==> src/rtl/serial_adder_pkg.sv <==
// serial_adder_pkg
// Shared definitions for the bit-serial adder controller and its bench:
//   - DEFAULT_WIDTH : default operand/result width in bits
//   - state_t       : controller state encoding (S_IDLE, S_SHIFT, S_DONE)
package serial_adder_pkg;

    localparam int DEFAULT_WIDTH = 8;

    typedef enum logic [1:0] {
        S_IDLE  = 2'd0,
        S_SHIFT = 2'd1,
        S_DONE  = 2'd2
    } state_t;

endpackage

==> src/rtl/full_adder_bit.sv <==
// full_adder_bit
// Purely combinational single-bit full adder cell.
// Ports:
//   i_a, i_b : operand bits
//   i_ci     : carry in
//   o_s      : sum bit
//   o_co     : carry out
module full_adder_bit (
    input  logic i_a,
    input  logic i_b,
    input  logic i_ci,
    output logic o_s,
    output logic o_co
);

    assign o_s  = i_a ^ i_b ^ i_ci;
    assign o_co = (i_a & i_b) | (i_a & i_ci) | (i_b & i_ci);

endmodule

==> src/rtl/serial_add_ctrl.sv <==
// serial_add_ctrl
// Sequences a single full_adder_bit over WIDTH clock cycles, LSB first, to
// add (a + b + cin) or subtract (a - b) two WIDTH-bit operands.
// Ports:
//   i_clk    : clock, rising edge
//   i_rst_n  : asynchronous active-low reset
//   i_start  : request, accepted in IDLE or DONE only
//   i_sub    : 0 = add with carry-in, 1 = subtract (carry-in ignored)
//   i_a, i_b : operands, captured with i_start
//   i_cin    : carry-in for addition, captured with i_start
//   o_busy   : high while bits are being shifted through the adder
//   o_done   : one-cycle pulse, result valid
//   o_sum    : result shift register (partial while o_busy is high)
//   o_cout   : final carry-out (1 = no borrow when subtracting)
//   o_ovf    : signed overflow of the final result
module serial_add_ctrl
    import serial_adder_pkg::*;
#(
    parameter int WIDTH = DEFAULT_WIDTH
) (
    input  logic             i_clk,
    input  logic             i_rst_n,
    input  logic             i_start,
    input  logic             i_sub,
    input  logic [WIDTH-1:0] i_a,
    input  logic [WIDTH-1:0] i_b,
    input  logic             i_cin,
    output logic             o_busy,
    output logic             o_done,
    output logic [WIDTH-1:0] o_sum,
    output logic             o_cout,
    output logic             o_ovf
);

    localparam int CW = $clog2(WIDTH);
    localparam logic [CW-1:0] LAST_BIT = CW'(WIDTH - 1);

    state_t           r_state;
    state_t           w_state_next;
    logic [WIDTH-1:0] r_areg;
    logic [WIDTH-1:0] r_breg;
    logic [WIDTH-1:0] r_sum;
    logic             r_carry;
    logic             r_cout;
    logic             r_ovf;
    logic [CW-1:0]    r_cnt;

    logic             w_load;
    logic             w_step;
    logic             w_last;
    logic             w_s;
    logic             w_co;

    full_adder_bit u_fa (
        .i_a  (r_areg[0]),
        .i_b  (r_breg[0]),
        .i_ci (r_carry),
        .o_s  (w_s),
        .o_co (w_co)
    );

    // Next-state and datapath control decode.
    always_comb begin
        w_state_next = r_state;
        w_load       = 1'b0;
        w_step       = 1'b0;
        w_last       = 1'b0;
        case (r_state)
            S_IDLE: begin
                if (i_start) begin
                    w_load       = 1'b1;
                    w_state_next = S_SHIFT;
                end
            end
            S_SHIFT: begin
                // Requests arriving here are dropped on purpose.
                w_step = 1'b1;
                if (r_cnt == LAST_BIT) begin
                    w_last       = 1'b1;
                    w_state_next = S_DONE;
                end
            end
            S_DONE: begin
                if (i_start) begin
                    w_load       = 1'b1;
                    w_state_next = S_SHIFT;
                end else begin
                    w_state_next = S_IDLE;
                end
            end
            default: begin
                w_state_next = S_IDLE;
            end
        endcase
    end

    always_ff @(posedge i_clk or negedge i_rst_n) begin
        if (!i_rst_n) begin
            r_state <= S_IDLE;
        end else begin
            r_state <= w_state_next;
        end
    end

    always_ff @(posedge i_clk or negedge i_rst_n) begin
        if (!i_rst_n) begin
            r_areg  <= '0;
            r_breg  <= '0;
            r_sum   <= '0;
            r_carry <= 1'b0;
            r_cout  <= 1'b0;
            r_ovf   <= 1'b0;
            r_cnt   <= '0;
        end else if (w_load) begin
            // Subtraction is a + ~b + 1: invert B and seed the carry with 1.
            r_areg  <= i_a;
            r_breg  <= i_sub ? ~i_b : i_b;
            r_carry <= i_sub ? 1'b1 : i_cin;
            r_cnt   <= '0;
        end else if (w_step) begin
            r_carry <= w_co;
            r_areg  <= r_areg >> 1;
            r_breg  <= r_breg >> 1;
            // Sum bits enter at the MSB so the LSB lands at bit 0 after WIDTH steps.
            r_sum   <= {w_s, r_sum[WIDTH-1:1]};
            if (w_last) begin
                r_cout <= w_co;
                // r_carry here is the carry into the MSB.
                r_ovf  <= r_carry ^ w_co;
            end else begin
                r_cnt  <= r_cnt + 1'b1;
            end
        end
    end

    // Outputs are decoded from registers only; nothing from inputs reaches them.
    assign o_busy = (r_state == S_SHIFT);
    assign o_done = (r_state == S_DONE);
    assign o_sum  = r_sum;
    assign o_cout = r_cout;
    assign o_ovf  = r_ovf;

endmodule

==> config.mk <==
export PLATFORM = sky130hd
export DESIGN_NAME = serial_add_ctrl
export DESIGN_NICKNAME = d
export VERILOG_FILES = /design/src/rtl/serial_adder_pkg.sv /design/src/rtl/full_adder_bit.sv /design/src/rtl/serial_add_ctrl.sv
export SDC_FILE = /design/constraint.sdc
export NUM_CORES = 1
export LEC_CHECK = 0
export BUFFER_PORTS_ARGS = -buffer_cell sky130_fd_sc_hd__buf_2
export CAP_MARGIN = 10
export CELL_PAD_IN_SITES_DETAIL_PLACEMENT = 0
export CELL_PAD_IN_SITES_GLOBAL_PLACEMENT = 1
export CORE_MARGIN = 1.5
export CORE_UTILIZATION = 40
export CTS_BUF_LIST = sky130_fd_sc_hd__clkbuf_16
export CTS_CLUSTER_DIAMETER = 30
export DETAILED_ROUTE_END_ITERATION = 12
export GPL_ROUTABILITY_DRIVEN = 0
export PLACE_DENSITY_LB_ADDON = 0.1
export SETUP_SLACK_MARGIN = 0.5
export SYNTH_ARGS = -nofsm -noshare
export SYNTH_HDL_FRONTEND = slang
export SYNTH_SLANG_ARGS = --single-unit
==> constraint.sdc <==
create_clock -name i_clk -period 2 [get_ports i_clk]
set_input_delay 0.4 -clock i_clk [delete_from_list [all_inputs] [get_ports i_clk]]
set_output_delay 0.4 -clock i_clk [all_outputs]
set_load 0.01 [all_outputs]
## Yosys cells after proc, flatten, opt, wreduce, memory -nomap -nowiden

Cells that the tools add are included.

- Output and inout bits: 12
- Input port bits: 21
- Flip-flop bits (word level): 32

- Equal/unequal tests: 6
- Reduce and logical (&&, ||, !) cells: 7
- $add $sub $neg: 1
- Multiplexer cells: 20
- Bitwise logic cells: 10

Operator list:

| operator | count |
|---|---|
| 8-bit 2-to-1 mux | 5 |
| 1-bit 2-to-1 mux | 9 |
| 3-bit 2-to-1 mux | 3 |
| 8-bit NOT | 1 |
| 2-bit one-hot mux with 3 select lines | 1 |
| 2-bit AND reduction | 3 |
| 2-bit 2-to-1 mux | 2 |
| 2-bit inequality test (second input constant) | 2 |
| 3-bit by 1-bit adder with 3-bit output (second input constant) | 1 |
| 1-bit AND | 3 |
| 3-bit == test (second input constant) | 1 |
| 3-bit AND reduction | 1 |
| 1-bit XOR | 3 |
| 2-bit by 1-bit == test with 1-bit output (second input constant) | 1 |
| 2-bit == test (second input constant) | 1 |
| 2-bit zero test | 1 |
| 2-bit by 1-bit inequality test with 1-bit output (second input constant) | 1 |
| 1-bit bitwise OR | 2 |
| 2-bit nonzero test | 1 |
| 2-bit OR reduction | 1 |
| 1-bit NOT | 1 |

## Longest topological paths before layout

- Depth after elaboration: 6
- Mapped depth: 6

## By module

Synthesis repeated with hierarchy kept, for this count alone.

- Cells, all modules: 158
- Area, all modules: 1453.9 um^2

By module, submodules not included:

| module | sequential area each (um^2) | instances | area an instance (um^2) | cells each |
|---|---|---|---|---|
| serial_add_ctrl | 800.8 | 1 | 1433.9 | 157 |
| full_adder_bit | 0.0 | 1 | 20.0 | 1 |

## Worst setup path after synthesis

OpenSTA, ideal clock, no wires.

- Path kind: reg-to-reg
- From: reg r_cnt[0]
- To: reg r_cnt[0]
- Stages on the path, launching flop included: 7
- Path slack: 0.468 ns
- Required time: 1.880 ns
- Data arrival time: 1.412 ns
- Cell sequence: dfrtp_1 ha_1 ha_1 or3b_1 buf_2 nand3_2 o21ai_2

- Word-level cells in the longest chain between the ends: 5
- Elaborated cells between the ends (all ways): 9
- Those cells by class: 1 x add/sub; 2 x eq/ne; 5 x mux; 1 x reduce/logical

RTL lines:

| item | RTL line | source |
|---|---|---|
| start, declared | serial_add_ctrl.sv:46 | `logic [CW-1:0] r_cnt;` |
| start signal, assigned | serial_add_ctrl.sv:131 | `r_cnt <= r_cnt + 1'b1;` |
| branches (longest 5 deep; another with 3-bit by 1-bit adder with 3-bit output) | - |  |

Parallel ways; which one is timed is not known. The select of a mux whose other input is x is not followed.
A chain may end at the register's enable or synchronous reset.

## Worst setup path in the final report

- From: reg r_cnt[1]
- To: reg r_cnt[0]

- Word-level cells in the longest chain between the ends: 5

RTL lines:

| item | RTL line | source |
|---|---|---|
| 3-bit == test | serial_add_ctrl.sv:78 | `if (r_cnt == LAST_BIT) begin` |
| 1-bit 2-to-1 mux | serial_add_ctrl.sv:78 |  |
| 1-bit 2-to-1 mux | serial_add_ctrl.sv:68 | `case (r_state)` |
| 2-bit inequality test (no line) | - |  |
| 2-bit AND reduction (no line) | - |  |

Every way passes these cells.

==> impl_metrics.ini <==
[critical_path]
endpoint_kind = register
crit_arrival_ns = 1.65
crit_type = reg2reg
cp.required_ns = 2.16
worstSetupStartpointType = register
cp_max_fo = 7

[placed_design]
post-place-ws_ns = 0.322
port_buffers = 32
hpwl_mm = 2.07
dpl_cell_area_mm2 = 0.00171

[synthesis]
muxShareOfSynthArea = 0.00999
synthSimpleGateAreaFrac = 0.228
synth_area_mm2 = 0.00150
synth_top_family_by_area = simple AND/OR/NAND/NOR gates
synth_cells = 160
yosysWarnings = 0
ys_ff_latch = 32
synth-compound-area-share = 0.0991
syn_nets = 184
synth-adder-area-share = 0.0300
syn_area_per_cell_um2 = 9.39
ys_types = 25
yosysSeqAreaShare = 0.533
yosys.area_share.xor_xnor = 0.0525

[cts]
htree_num_levels = 2
cts_tree = done
root_buffer = clkbuf_16
clock_sinks = 32
insertion_delay_ns = 0.27
cts_inserted_buffers = 5
clockBufferDepth = 2
hold_buffers = 0
cts.clk_slew.worst_paths_ns = 0.05

[timing]
slew_violations = 0
max_freq_mhz = 670
rsz0062_at_grt = yes
max_slew_margin = 0.515
min_period_ns = 1.49
final-hold-violation-count = 0
hold_slack_ns = 0.190
setup_slack_ns = 0.508
fin_setup_tns_ns = 0
skew_ns = 0.00259
setup_viol = 0
post-route-period-util = 0.746
worst_pin_slew_ns = 0.727

[cells_and_area]
n_antenna_cell = 0
syn_to_final_growth_pct = 27.1
mostFrequentLayoutCells = 54 x nand2_1, 32 x buf_2, 31 x dfrtp_1
drive_gt1_frac = 0.305
final_common_cell = nand2_1
ff_latch_area_um2 = 802
final_nets = 223
final_area_mm2 = 0.00191
multi_input_area_um2 = 653
n_fill_cell = 374

[power_and_ir_drop]
p_leak_nw = 0.950
power_mw = 3.13
swShare = 0.373
power.density_mw_per_mm2 = 1640
vdd_drop_max_mv = 0.831
seq_power_share = 0.367
power_frac_comb = 0.412
clkPwrFrac = 0.221
power.switching_mw = 1.17
intPower_mw = 1.97

[global_routing]
antenna_found_initial = 0
globalRouteOverflowTotal = 0
grt_pass1_wl_mm = 5.30
grt_max_degree = 33
grt.total_usage = 0.166
grt_pass1_vias = 1223

[routing]
wl_mm = 3.23
drt-vias-per-instance = 4.88
wl_per_cell_um = 13.0
drtIter0Drc = 64
route.detailed.drc = 0
vias = 1209
drt-pass1-iter-count = 4
ant_nets = 0

[floorplan]
rows = 22
dieArea_mm2 = 0.00413
start_util = 0.414
chipHeight_um = 64.3
core_area_mm2 = 0.00363
die_x_um = 64.3
ios = 33

[run]
cap_violations = 0

[run_status]
outcome = completed

[hold_path]
min_path_type = in2async
-- synthesized netlist by cell type --
library cell  number  area [um2]
nand2b_1           1        6.26
a21oi_1            3        15.0
nor2_1            16        60.1
a22oi_1            1        7.51
a221o_1            1        10.0
buf_2              7        35.0
inv_1              2        7.51
and2_4             1        8.76
nand3_2            3        30.0
fa_1               1        20.0
nand3_1            1        5.00
a31oi_1           13        81.3
or3b_1             1        8.76
xor2_1             8        70.1
dfrtp_1           32         801
xnor2_1            1        8.76
ha_1               2        25.0
nand2b_2           1        8.76
o21ai_2            3        26.3
inv_4              1        6.26
mux2_4             1        15.0
a22o_1             1        8.76
buf_4              3        22.5
nor2b_1            2        12.5
nand2_1           54         203
-- through the flow --
stage	utilization	instances
6_report	0.525	248
5_1_grt	0.525	248
4_1_cts	0.515	245
3_5_place_dp	0.470	235
3_3_place_gp	0.470	235
2_1_floorplan	-	160
-- cell families after synthesis --
| family | count (synthesis) |
|---|---|
| mux | 1 |
| fa+ha+maj | 3 |
| compound gates | 22 |
| buf+inv | 13 |
| xor+xnor | 9 |
| flops | 32 |
| simple gates | 80 |
-- power groups by stage --
stage	Sequential, mW	Combinational, mW	Clock, mW
after floorplan	1.16	0.863	0
after global placement	1.14	1.13	0
after detailed placement	1.15	1.18	0
after CTS	1.14	1.27	0.717
after global routing	1.19	1.45	0.740
final	1.15	1.29	0.694
-- worst paths after layout --
kind | startpoint | end | slack (ns) | depth (start not counted)
max | r_cnt[1] | r_cnt[0] | 0.51 | 5
max reg2reg | r_cnt[1] | r_cnt[0] | 0.51 | 5
min in group i_clk | i_a[0] | r_areg[0] | 0.36 | 3
min | i_rst_n | r_areg[0] | 0.19 | 1
max in group asynchronous | i_rst_n | r_state[0] | 1.30 | 1
min reg2reg | o_sum[0] | o_sum[0] | 0.47 | 2
-- what timing repair did --
action                     in CTS  in global routing
gates cloned                    1                  0
setup buffers                   1                  3
pin swaps                       1                  5
resized for setup               4                  3
setup endpoints to repair       5                  4
-- registers in the layout, indices dropped and copies added, names as in the netlist --
| signal | flops |
|---|---|
| r_areg | 8 |
| r_carry | 1 |
| r_breg | 8 |
| o_cout | 1 |
| o_ovf | 1 |
| o_sum | 8 |
| r_cnt | 3 |
| r_state | 2 |
-- critical path, stage by stage, from the launching register on --
cell	delay, ns
dfrtp_1	0.40
ha_2	0.21
ha_4	0.16
or3b_4	0.46
nand3_2	0.10
o21ai_2	0.06
-- per-layer routing --
| layer | wire, um | track usage | up-vias | part of all wire |
|---|---|---|---|---|
| li1 | - | - | 597 | - |
| met1 | 1420 | 0.192 | 588 | 0.44 |
| met2 | 1670 | 0.297 | 22 | 0.52 |
| met3 | 117 | 0.0352 | 2 | 0.036 |
| met4 | 19 | 0.0665 | 0 | 0.0059 |
| met5 | 0 | 0 | - | 0 |
-- final cells by class --
cell class | count | share of cell area
timing repair buffer | 41 | 0.119
multi-input combinational | 115 | 0.342
tap | 48 | 0.0315
inverter | 3 | 0.0125
clock inverter | 3 | 0.00590
sequential | 32 | 0.420
timing repair inverter | 1 | 0.00328
clock buffer | 5 | 0.0655
(Power assumes the default switching activity.)
